### config.mk
export PLATFORM = sky130hd
export DESIGN_NAME = pipelined_rca_adder_flat
export DESIGN_NICKNAME = d
export VERILOG_FILES = /design/src/rtl/pipelined_rca_adder_if.sv /design/src/rtl/pipelined_rca_adder.sv /design/src/flat_wrapper.sv
export SDC_FILE = /design/constraint.sdc
export NUM_CORES = 1
export LEC_CHECK = 0
export CAP_MARGIN = 5
export CORE_UTILIZATION = 40
export DETAILED_ROUTE_END_ITERATION = 8
export GPL_ROUTABILITY_DRIVEN = 0
export PLACE_DENSITY_LB_ADDON = 0.05
export SYNTH_ARGS = -nofsm -noshare
export SYNTH_HDL_FRONTEND = slang
export SYNTH_SLANG_ARGS = --single-unit
### constraint.sdc
create_clock -name clk -period 9.4 [get_ports clk]
set_input_delay 1.88 -clock clk [delete_from_list [all_inputs] [get_ports clk]]
set_output_delay 1.88 -clock clk [all_outputs]
set_load 0.005 [all_outputs]
### src/rtl/pipelined_rca_adder_if.sv
// Operand/result handshake bundle for pipelined_rca_adder.
// master drives operands and consumes results; slave is the adder.
interface pipelined_rca_adder_if #(
    parameter int WIDTH = 16
);
    logic             in_valid;
    logic             in_ready;
    logic [WIDTH-1:0] a;
    logic [WIDTH-1:0] b;
    logic             cin;
    logic             sub;
    logic             out_valid;
    logic             out_ready;
    logic [WIDTH-1:0] sum;
    logic             cout;
    logic             ovf;

    modport master (
        output in_valid, a, b, cin, sub, out_ready,
        input  in_ready, out_valid, sum, cout, ovf
    );

    modport slave (
        input  in_valid, a, b, cin, sub, out_ready,
        output in_ready, out_valid, sum, cout, ovf
    );
endinterface

### src/rtl/pipelined_rca_adder.sv
// Pipelined ripple-carry adder/subtractor: one BLOCK-bit ripple
// segment and one register per stage, valid/ready on both ends.
module pipelined_rca_adder #(
    parameter int WIDTH = 16,
    parameter int BLOCK = 4
) (
    input logic                 clk,
    input logic                 rst,
    pipelined_rca_adder_if.slave bus
);
    localparam int STAGES = WIDTH / BLOCK;

    logic [WIDTH-1:0] b_eff;
    logic             cin_eff;
    logic             in_fire;

    // subtract is a + ~b + ~cin
    assign b_eff   = bus.sub ? ~bus.b : bus.b;
    assign cin_eff = bus.cin ^ bus.sub;

    assign bus.in_ready = !stg[0].v_q || stg[0].adv;
    assign in_fire      = bus.in_valid && bus.in_ready;

    for (genvar g = 0; g < STAGES; g++) begin : stg
        // unconsumed operand width seen by this stage
        localparam int IW = WIDTH - g * BLOCK;
        // sum bits resolved once this stage has run
        localparam int LO = (g + 1) * BLOCK;

        logic [IW-1:0]    ain;
        logic [IW-1:0]    bin;
        logic             ci;
        logic             load;
        logic             adv;
        logic [BLOCK-1:0] blk;
        logic [BLOCK:0]   cc;
        logic [LO-1:0]    s_d;
        logic [LO-1:0]    s_q;
        logic             c_q;
        logic             v_q;

        if (g == 0) begin : src
            assign ain  = bus.a;
            assign bin  = b_eff;
            assign ci   = cin_eff;
            assign load = in_fire;
            assign s_d  = blk;
        end else begin : src
            assign ain  = stg[g-1].opnd.a_q;
            assign bin  = stg[g-1].opnd.b_q;
            assign ci   = stg[g-1].c_q;
            assign load = stg[g-1].adv;
            assign s_d  = {blk, stg[g-1].s_q};
        end

        if (g == STAGES - 1) begin : flow
            assign adv = v_q && bus.out_ready;
        end else begin : flow
            assign adv = v_q && (!stg[g+1].v_q || stg[g+1].adv);
        end

        // ripple this segment's full adders, lsb first
        always_comb begin
            blk   = '0;
            cc    = '0;
            cc[0] = ci;
            for (int i = 0; i < BLOCK; i++) begin
                blk[i]   = ain[i] ^ bin[i] ^ cc[i];
                cc[i+1]  = (ain[i] & bin[i])
                         | (cc[i] & (ain[i] ^ bin[i]));
            end
        end

        // stage occupancy: fill from upstream, drain when advancing
        always_ff @(posedge clk or posedge rst) begin
            if (rst) begin
                v_q <= 1'b0;
            end else if (load) begin
                v_q <= 1'b1;
            end else if (adv) begin
                v_q <= 1'b0;
            end
        end

        // partial sum and carry, held while stalled
        always_ff @(posedge clk or posedge rst) begin
            if (rst) begin
                s_q <= '0;
                c_q <= 1'b0;
            end else if (load) begin
                s_q <= s_d;
                c_q <= cc[BLOCK];
            end
        end

        if (IW > BLOCK) begin : opnd
            logic [IW-BLOCK-1:0] a_q;
            logic [IW-BLOCK-1:0] b_q;

            // carry forward the operand bits later stages still need
            always_ff @(posedge clk or posedge rst) begin
                if (rst) begin
                    a_q <= '0;
                    b_q <= '0;
                end else if (load) begin
                    a_q <= ain[IW-1:BLOCK];
                    b_q <= bin[IW-1:BLOCK];
                end
            end
        end

        if (g == STAGES - 1) begin : msb
            logic cm_q;

            // carry into the result msb, needed for signed overflow
            always_ff @(posedge clk or posedge rst) begin
                if (rst) begin
                    cm_q <= 1'b0;
                end else if (load) begin
                    cm_q <= cc[BLOCK-1];
                end
            end
        end
    end

    assign bus.out_valid = stg[STAGES-1].v_q;
    assign bus.sum       = stg[STAGES-1].s_q;
    assign bus.cout      = stg[STAGES-1].c_q;
    assign bus.ovf       = stg[STAGES-1].msb.cm_q ^ stg[STAGES-1].c_q;
endmodule

### src/flat_wrapper.sv
// flat-port wrapper written by rule: the top's interface ports become plain ports
module pipelined_rca_adder_flat 
#(
    parameter int WIDTH = 16,
    parameter int BLOCK = 4
)
  (clk, rst, bus_in_valid, bus_a, bus_b, bus_cin, bus_sub, bus_out_ready, bus_in_ready, bus_out_valid, bus_sum, bus_cout, bus_ovf);
  pipelined_rca_adder_if #(.WIDTH(WIDTH)) bus_i ();
  input logic clk;
  input logic rst;
  input wire logic [$bits(bus_i.in_valid)-1:0] bus_in_valid;
  input wire logic [$bits(bus_i.a)-1:0] bus_a;
  input wire logic [$bits(bus_i.b)-1:0] bus_b;
  input wire logic [$bits(bus_i.cin)-1:0] bus_cin;
  input wire logic [$bits(bus_i.sub)-1:0] bus_sub;
  input wire logic [$bits(bus_i.out_ready)-1:0] bus_out_ready;
  output wire logic [$bits(bus_i.in_ready)-1:0] bus_in_ready;
  output wire logic [$bits(bus_i.out_valid)-1:0] bus_out_valid;
  output wire logic [$bits(bus_i.sum)-1:0] bus_sum;
  output wire logic [$bits(bus_i.cout)-1:0] bus_cout;
  output wire logic [$bits(bus_i.ovf)-1:0] bus_ovf;
  assign bus_i.in_valid = bus_in_valid;
  assign bus_i.a = bus_a;
  assign bus_i.b = bus_b;
  assign bus_i.cin = bus_cin;
  assign bus_i.sub = bus_sub;
  assign bus_i.out_ready = bus_out_ready;
  assign bus_in_ready = bus_i.in_ready;
  assign bus_out_valid = bus_i.out_valid;
  assign bus_sum = bus_i.sum;
  assign bus_cout = bus_i.cout;
  assign bus_ovf = bus_i.ovf;
  pipelined_rca_adder #(.WIDTH(WIDTH), .BLOCK(BLOCK)) u_core (.clk(clk), .rst(rst), .bus(bus_i));
endmodule
==> impl_metrics.env, run 1 <==
export IMPL_vias=2241
export IMPL_ant_nets=0
export IMPL_yosysTopAreaCell="dfrtp_1"
export IMPL_fin_cells=486
export IMPL_synth_most_common_cell="dfrtp_1"
export IMPL_final_hold_viol_count=0
export IMPL_grt_pass1_wl_um=11900
export IMPL_netSwitchingFraction=0.287
export IMPL_grtUsageTotal=0.144
export IMPL_drive_gt1_frac=0.263
export IMPL_synth_cell_types=21
export IMPL_wl_per_cell_um=14.3
export IMPL_synth_area_um2=4240
export IMPL_synth_common_cells="97 x dfrtp_1, 72 x mux2_2, 34 x inv_1"
export IMPL_synth_fa_ha_area_frac=0.0756
export IMPL_antenna_found_initial=0
export IMPL_seq_area_frac_synth=0.573
export IMPL_crit_required_ns=7.52
export IMPL_critPathLaunchType="primary input"
export IMPL_finalCriticalPeriod_ns=5.22
export IMPL_drt_total_wl_um=6960
export IMPL_routed_via_density=4.61
export IMPL_synth_warning_count=0
export IMPL_peakVddDrop_mv=0.0862
export IMPL_cts_sink_count=97
export IMPL_cts_tree="built"
export IMPL_pwr_share_clk=0.172
export IMPL_p_seq_frac=0.501
export IMPL_end_kind="primary output"
export IMPL_clock_latency_ns=0.36
export IMPL_synth_top_family_by_area="multiplexers"
export IMPL_clk_path_buf_depth=2
export IMPL_powerDensity_nw_per_um2=254
export IMPL_register_area_um2=2430
export IMPL_placedCellCount=474
export IMPL_intPower_mw=0.919
export IMPL_path_max_fanout=8
export IMPL_areaGrowthSynthToFinish_pct=19.7
export IMPL_initial_core_util=0.412
export IMPL_synth_xor_area_frac=0.0372
export IMPL_multi_input_area_um2=1610
export IMPL_worstPathArrival_ns=3.34
export IMPL_fillers=942
export IMPL_status="finished clean"
export IMPL_first_iter_violations=36
export IMPL_placeableCoreArea_um2=10300
export IMPL_relSlewSlack=0.297
export IMPL_synth_area_mux_share=0.230
export IMPL_drcViolationCount=0
export IMPL_post_cts_buffers=0
export IMPL_synth_simple_area_share=0.0165
export IMPL_worst_pin_slew_ns=1.05
export IMPL_die_x_um=105
export IMPL_grt_max_degree=77
export IMPL_synth_cells=289
export IMPL_grt_pass1_vias=2310
export IMPL_p_leak_nw=2.24
export IMPL_async_flop_share=1.00
export IMPL_reg2reg_slack_ns=6.96
export IMPL_synth_compound_area_frac=0.0195
export IMPL_rows=37
export IMPL_port_buffers=57
export IMPL_grt_setup_unrepaired="no"
export IMPL_clk_transition_reported_paths_ns=0.09
export IMPL_comb_power_share=0.327
export IMPL_grt_overflow=0
export IMPL_cts_buffers=9
export IMPL_diodes=0
export IMPL_hpwl_um=4700
export IMPL_drv_slew=0
export IMPL_synth_edff_count=0
export IMPL_cts_htree_levels=3
export IMPL_drv_cap=0
export IMPL_die_h_um=105
export IMPL_dieArea_um2=11000
export IMPL_hold_buffers=0
export IMPL_synth_fp_nets=343
export IMPL_first_pass_iters=4
export IMPL_ys_dominant_reg_cell="dfrtp_1"
export IMPL_period_share=0.556
export IMPL_ys_top_cells_by_area="dfrtp_1 57%, mux2_2 19%, fa_1 7.6%"
export IMPL_critPathKind="in -> out"
export IMPL_power_switching_mw=0.370
export IMPL_setup_tns_ns=0
export IMPL_io_pins=58
export IMPL_finalNetCount=403
export IMPL_finalSetupViolCount=0
export IMPL_synth_top_area_share=0.573
export IMPL_cts_resized=0
export IMPL_synth_area_per_cell_um2=14.7
export IMPL_fmax_mhz=191
export IMPL_cts_root_buffer="clkbuf_8"
export IMPL_fin_skew_ns=0.0140
export IMPL_yosys_register_bits=97
export IMPL_hp_class="reg -> reg"
-- metal layers --
metal,share of wire,GRT usage,vias up
li1,-,-,1067
met2,0.44,0.204,41
met5,0,0,-
met3,0.035,0.0343,10
met1,0.51,0.207,1123
met4,0.019,0.0724,0
-- state kept, by name (all words and copies together), names as in the netlist --
register              flops
u_core.stg.opnd.a_q      24
u_core.stg.opnd.b_q      24
u_core.stg.s_q           24
u_core.bus.sum           16
u_core.stg.c_q            3
u_core.stg.v_q            3
u_core.bus.cout           1
u_core.bus.out_valid      1
u_core.stg.msb.cm_q       1
-- cell type report --
type | count | share of cell area
Clock buffer | 11 | 0.0259
Inverter | 34 | 0.0256
Tap cell | 136 | 0.0335
Timing Repair Buffer | 60 | 0.117
Clock inverter | 1 | 0.00148
Sequential cell | 97 | 0.478
Multi-Input combinational cell | 147 | 0.318
-- cells by family (layout without fill, tap and decap cells) --
logic type / count (synthesis) / count (layout)
compound gates: 15 / 15
xor+xnor: 18 / 18
fa+ha+maj: 16 / 16
buf+inv: 45 / 106
flops: 97 / 97
mux: 86 / 86
simple gates: 12 / 12
-- metrics by stage --
stage	power [mW]	worst slack, ns	hold WS [ns]	area (um2)	util
after detailed placement	1.09	4.18	0.488	4930	0.480
after CTS	1.31	4.17	0.508	5070	0.494
after global placement	1.08	4.19	0.481	4930	0.480
final	1.29	4.18	0.506	5070	0.494
after global routing	1.39	4.08	0.519	5070	0.494
after floorplan	0.903	4.95	0.466	4240	-
-- final timing paths --
path,startpoint,end,depth (start not counted)
worst max register to register,u_core.stg[2].opnd.b_q[0],u_core.bus.sum[15],9
max in group asynchronous,rst,u_core.stg[0].opnd.b_q[3],3
worst max-delay path,bus_out_ready,bus_in_ready,4
worst min register to register,u_core.stg[0].opnd.a_q[5],u_core.stg[1].opnd.a_q[1],1
min in group asynchronous,rst,u_core.bus.sum[0],2
worst min-delay path,u_core.stg[0].opnd.a_q[5],u_core.stg[1].opnd.a_q[1],1
-- critical path: stages --
cell	delay, ns
clkdlybuf4s50_1	0.44
and4b_1	0.44
nand2_1	0.12
clkdlybuf4s50_1	0.46
-- cell usage in the layout (no fill, tap or decap), drive strengths merged --
master,instances
dfrtp,97
mux2,77
clkdlybuf4s50,57
inv,34
fa,16
xor2,12
o21ai,12
clkbuf,11
mux2i,9
xnor2,6
nand2,5
nand2b,4
buf,3
and4b,1
a21boi,1
nand4b,1
nand3b,1
a21oi,1
a31oi,1
clkinvlp,1
-- power by group through the flow --
| stage | Combinational (mW) | Sequential, mW | Clock [mW] |
|---|---|---|---|
| floorplan | 0.265 | 0.638 | 0 |
| global placement | 0.424 | 0.654 | 0 |
| detailed placement | 0.433 | 0.659 | 0 |
| CTS | 0.434 | 0.649 | 0.232 |
| global route | 0.475 | 0.668 | 0.250 |
| finish | 0.422 | 0.646 | 0.222 |
(Power assumes the default switching activity.)
==> run 2, diff against run 1 <==
- clock period: 9.4 -> 4.2 ns (I/O delays scaled with it)
==> run 2 against run 1 <==
Effect of this change:
- power increased by 140%
- design area increased by 1.8%
- clock power increased to 3.0 times the previous value
- clock skew decreased by 0.0021 ns
- die area unchanged
- count of clock-buffer cells in the layout decreased by 1
- routed wire length increased by 3.1%
- utilization increased by 0.91 points
- critical path depth unchanged
- sequential share of layout area decreased by 0.87 points
- global-route usage increased by 0.50 points
- first-iteration DRC count increased by 17%
- largest cell class unchanged
==> impl_metrics.env, run 2 (synthesis gave the netlist of run 1 again) <==
export IMPL_wl_per_cell_um=14.6
export IMPL_m1WireLength_um=3600
export IMPL_hpwl_um=4850
export IMPL_p_leak_nw=2.29
export IMPL_finalSetupViolCount=0
export IMPL_path_max_fanout=8
export IMPL_diodes=0
export IMPL_crit_required_ns=3.36
export IMPL_cts_resized=0
export IMPL_grt_max_degree=56
export IMPL_antenna_found_initial=0
export IMPL_rows=37
export IMPL_fin_skew_ns=0.0119
export IMPL_drt_total_wl_um=7180
export IMPL_clk_path_buf_depth=2
export IMPL_routed_via_density=4.67
export IMPL_end_kind="primary output"
export IMPL_status="finished clean"
export IMPL_clock_latency_ns=0.37
export IMPL_areaGrowthSynthToFinish_pct=21.9
export IMPL_final_hold_viol_count=0
export IMPL_placed_area_um2=4950
export IMPL_fillers=937
export IMPL_grtUsageTotal=0.149
export IMPL_powerDensity_nw_per_um2=591
export IMPL_layout_common_cells="97 x dfrtp_1, 72 x mux2_2, 57 x clkdlybuf4s50_1"
export IMPL_drcViolationCount=0
export IMPL_utilization=0.503
export IMPL_critPathKind="in -> out"
export IMPL_setup_tns_ns=0
export IMPL_multi_input_area_um2=1610
export IMPL_initial_core_util=0.412
export IMPL_hold_buffers=0
export IMPL_layout_commonest_cell="dfrtp_1"
export IMPL_die_x_um=105
export IMPL_cts_root_buffer="clkbuf_8"
export IMPL_fin_area_um2=5170
export IMPL_io_pins=58
export IMPL_peakVddDrop_mv=0.206
export IMPL_ant_nets=0
export IMPL_drive_gt1_frac=0.279
export IMPL_finalPower_mw=3.05
export IMPL_cts_tree="built"
export IMPL_critPathLaunchType="primary input"
export IMPL_reg2reg_slack_ns=1.74
export IMPL_cts_htree_levels=3
export IMPL_drv_slew=0
export IMPL_cts_sink_count=97
export IMPL_placeableCoreArea_um2=10300
export IMPL_fin_cells=491
export IMPL_highest_layer="met4"
export IMPL_finalNetCount=405
export IMPL_first_iter_violations=42
export IMPL_period_share=0.755
export IMPL_cts_buffers=9
export IMPL_grt_overflow=0
export IMPL_grt_setup_unrepaired="no"
export IMPL_whs_ns=0.506
export IMPL_worstPathArrival_ns=2.33
export IMPL_worst_pin_slew_ns=0.975
export IMPL_reg_largest_list="u_core.stg.opnd.a_q: 24 flops, u_core.stg.opnd.b_q: 24 flops, u_core.stg.s_q: 24 flops"
export IMPL_wl_met3_um=275
export IMPL_vias=2293
export IMPL_first_pass_iters=4
export IMPL_grt_pass1_wl_um=12500
export IMPL_clk_transition_reported_paths_ns=0.08
export IMPL_grt_pass1_vias=2418
export IMPL_die_h_um=105
export IMPL_relSlewSlack=0.348
export IMPL_finalCriticalPeriod_ns=3.17
export IMPL_dp_slack_ns=0.634
export IMPL_placedCellCount=476
export IMPL_met2_length_um=3150
export IMPL_port_buffers=57
export IMPL_post_cts_buffers=0
export IMPL_dieArea_um2=11000
export IMPL_hp_class="reg -> reg"
export IMPL_register_area_um2=2430
export IMPL_fin_ws_ns=1.03
export IMPL_drv_cap=0
export IMPL_fmax_mhz=315
-- run 2: changes by cell type in the layout (fill, tap and decap cells not counted), sizes merged --
cell / delta
clkinvlp: +1
bufinv: +2
clkinv: +1
clkbuf: -1
buf: +2
-- run 2: path summary, 6_finish.rpt --
kind	from	cells after the start	endpoint
worst min-delay path	u_core.stg[2].s_q[10]	1	u_core.stg[2].s_q[10]
worst max register to register	u_core.stg[2].opnd.b_q[0]	9	u_core.bus.sum[15]
worst min register to register	u_core.stg[2].s_q[10]	1	u_core.stg[2].s_q[10]
worst max-delay path	bus_out_ready	4	bus_in_ready
max in group asynchronous	rst	3	u_core.stg[0].opnd.b_q[4]
min in group asynchronous	rst	2	u_core.bus.sum[0]
-- run 2: final cells by class --
class / count / share of cell area
clock buffers: 10 / 0.0266
clock inverters: 5 / 0.0155
inverters: 34 / 0.0252
multi-input cells: 147 / 0.312
flip-flops and latches: 97 / 0.470
well taps: 136 / 0.0329
repair buffers: 62 / 0.118
-- run 2: worst max-delay path: stages --
cell	delay, ns
clkdlybuf4s50_1	0.44
and4b_1	0.47
nand2_1	0.12
clkdlybuf4s50_1	0.46
-- run 2: per-layer routing --
metal / track usage / up-vias
met1: 0.212 / 1168
met4: 0.0724 / 0
li1: - / 1068
met2: 0.220 / 45
met5: 0 / -
met3: 0.0287 / 12
-- run 2: power breakdown --
group          switching, mW  internal, mW
clock network          0.317         0.347
logic                  0.362         0.585
registers              0.171          1.27
total                  0.851          2.20
==> run 3, diff against run 2 <==
- clock period: 4.2 -> 2.6 ns (I/O delays scaled with it)
==> run 3 against run 2 <==
Effect of this change:
- critical path type is now in -> reg
- design area up 1.3%
- routed wire length down 1.5%
- highest routed layer unchanged
- utilization up 0.65 points
==> impl_metrics.env, run 3 (synthesis gave the netlist of run 1 again) <==
export IMPL_status="finished clean"
export IMPL_rows=37
export IMPL_relSlewSlack=0.663
export IMPL_wl_met3_um=241
export IMPL_grt_pass1_vias=2439
export IMPL_grt_setup_unrepaired="no"
export IMPL_worstPathArrival_ns=2.77
export IMPL_grt_max_degree=98
export IMPL_p_leak_nw=2.34
export IMPL_period_share=0.972
export IMPL_io_pins=58
export IMPL_wl_per_cell_um=14.2
export IMPL_drt_total_wl_um=7070
export IMPL_antenna_found_initial=0
export IMPL_hold_buffers=0
export IMPL_critPathLaunchType="primary input"
export IMPL_setup_tns_ns=0
export IMPL_utilization=0.509
export IMPL_peakVddDrop_mv=0.370
export IMPL_finalPower_mw=4.86
export IMPL_highest_layer="met4"
export IMPL_end_kind="register"
export IMPL_grt_overflow=0
export IMPL_reg_largest_list="u_core.stg.opnd.a_q: 24 flops, u_core.stg.opnd.b_q: 24 flops, u_core.stg.s_q: 24 flops"
export IMPL_ant_nets=0
export IMPL_die_h_um=105
export IMPL_m1WireLength_um=3550
export IMPL_cts_root_buffer="clkbuf_8"
export IMPL_port_buffers=57
export IMPL_powerDensity_nw_per_um2=928
export IMPL_first_pass_iters=4
export IMPL_crit_required_ns=2.85
export IMPL_routed_via_density=4.65
export IMPL_clk_transition_reported_paths_ns=0.09
export IMPL_drive_gt1_frac=0.304
export IMPL_cts_tree="built"
export IMPL_fmax_mhz=396
export IMPL_met2_length_um=3190
export IMPL_finalNetCount=411
export IMPL_placeableCoreArea_um2=10300
export IMPL_vias=2317
export IMPL_hpwl_um=4910
export IMPL_dieArea_um2=11000
export IMPL_grt_pass1_wl_um=12300
export IMPL_whs_ns=0.507
export IMPL_initial_core_util=0.412
export IMPL_cts_sink_count=97
export IMPL_layout_commonest_cell="dfrtp_1"
export IMPL_path_max_fanout=1
export IMPL_drcViolationCount=0
export IMPL_placedCellCount=482
export IMPL_areaGrowthSynthToFinish_pct=23.5
export IMPL_cts_buffers=9
export IMPL_grtUsageTotal=0.146
export IMPL_final_hold_viol_count=0
export IMPL_hp_class="reg -> reg"
export IMPL_cts_htree_levels=3
export IMPL_worst_pin_slew_ns=0.506
export IMPL_layout_common_cells="97 x dfrtp_1, 72 x mux2_2, 54 x clkdlybuf4s50_1"
export IMPL_clk_path_buf_depth=2
export IMPL_first_iter_violations=52
export IMPL_diodes=0
export IMPL_critPathKind="in -> reg"
export IMPL_drv_cap=0
export IMPL_die_x_um=105
export IMPL_drv_slew=0
export IMPL_fin_cells=498
export IMPL_clock_latency_ns=0.35
export IMPL_finalSetupViolCount=0
export IMPL_fillers=932
export IMPL_finalCriticalPeriod_ns=2.53
export IMPL_post_cts_buffers=0
export IMPL_fin_skew_ns=0.0143
-- run 3: final cells by class --
cell class | instances | area [um2] | area share
timing repair buffer | 68 | 678 | 0.130
multi-input combinational | 147 | 1630 | 0.312
clock buffer | 10 | 128 | 0.0244
sequential | 97 | 2430 | 0.464
tap | 136 | 170 | 0.0325
inverter | 34 | 131 | 0.0251
clock inverter | 6 | 65.1 | 0.0124
-- run 3: worst max-delay path, stage by stage --
cell and delay (ns):
clkdlybuf4s50_1 0.45, inv_1 0.05, fa_2 0.33, fa_2 0.34, fa_1 0.35, inv_1 0.07
fa_1 0.40, mux2_2 0.26
-- run 3: final timing paths --
path                                                  end  cells after the start                      start  slack (ns)
worst min register to register  u_core.stg[2].opnd.a_q[3]                      1  u_core.stg[1].opnd.a_q[7]        0.51
worst max-delay path                 u_core.stg[0].s_q[3]                      8                   bus_a[0]        0.07
max in group asynchronous       u_core.stg[0].opnd.a_q[4]                      3                        rst        1.56
worst min-delay path            u_core.stg[2].opnd.a_q[3]                      1  u_core.stg[1].opnd.a_q[7]        0.51
worst max register to register         u_core.bus.sum[15]                      9  u_core.stg[2].opnd.b_q[0]        0.14
min in group asynchronous            u_core.stg[2].s_q[5]                      3                        rst        0.65
-- run 3: through the flow --
stage | area (um2) | setup slack, ns
CTS | 5220 | 0.00414
detailed placement | 5020 | -0.636
global route | 5230 | 0.0215
finish | 5230 | 0.0724
floorplan | 4240 | -0.409
global placement | 5020 | -0.632
-- run 3: repair_timing --
item                                    CTS  global route
cloned                                    0             0
gates resized for setup                   5             5
pin swaps                                 0             1
endpoints found under the setup margin    1             1
-- run 3: routing by layer --
metal  up-vias  global-route usage
li1       1086                   -
met1      1186               0.209
met2        40               0.217
met3         5              0.0349
met4         0              0.0513
met5         -                   0
-- run 3: report_power, final --
group | internal [mW] | leakage (nW) | switching [mW]
registers | 2.05 | 1.14 | 0.279
clock network | 0.450 | 0.0971 | 0.529
logic | 0.959 | 1.10 | 0.587
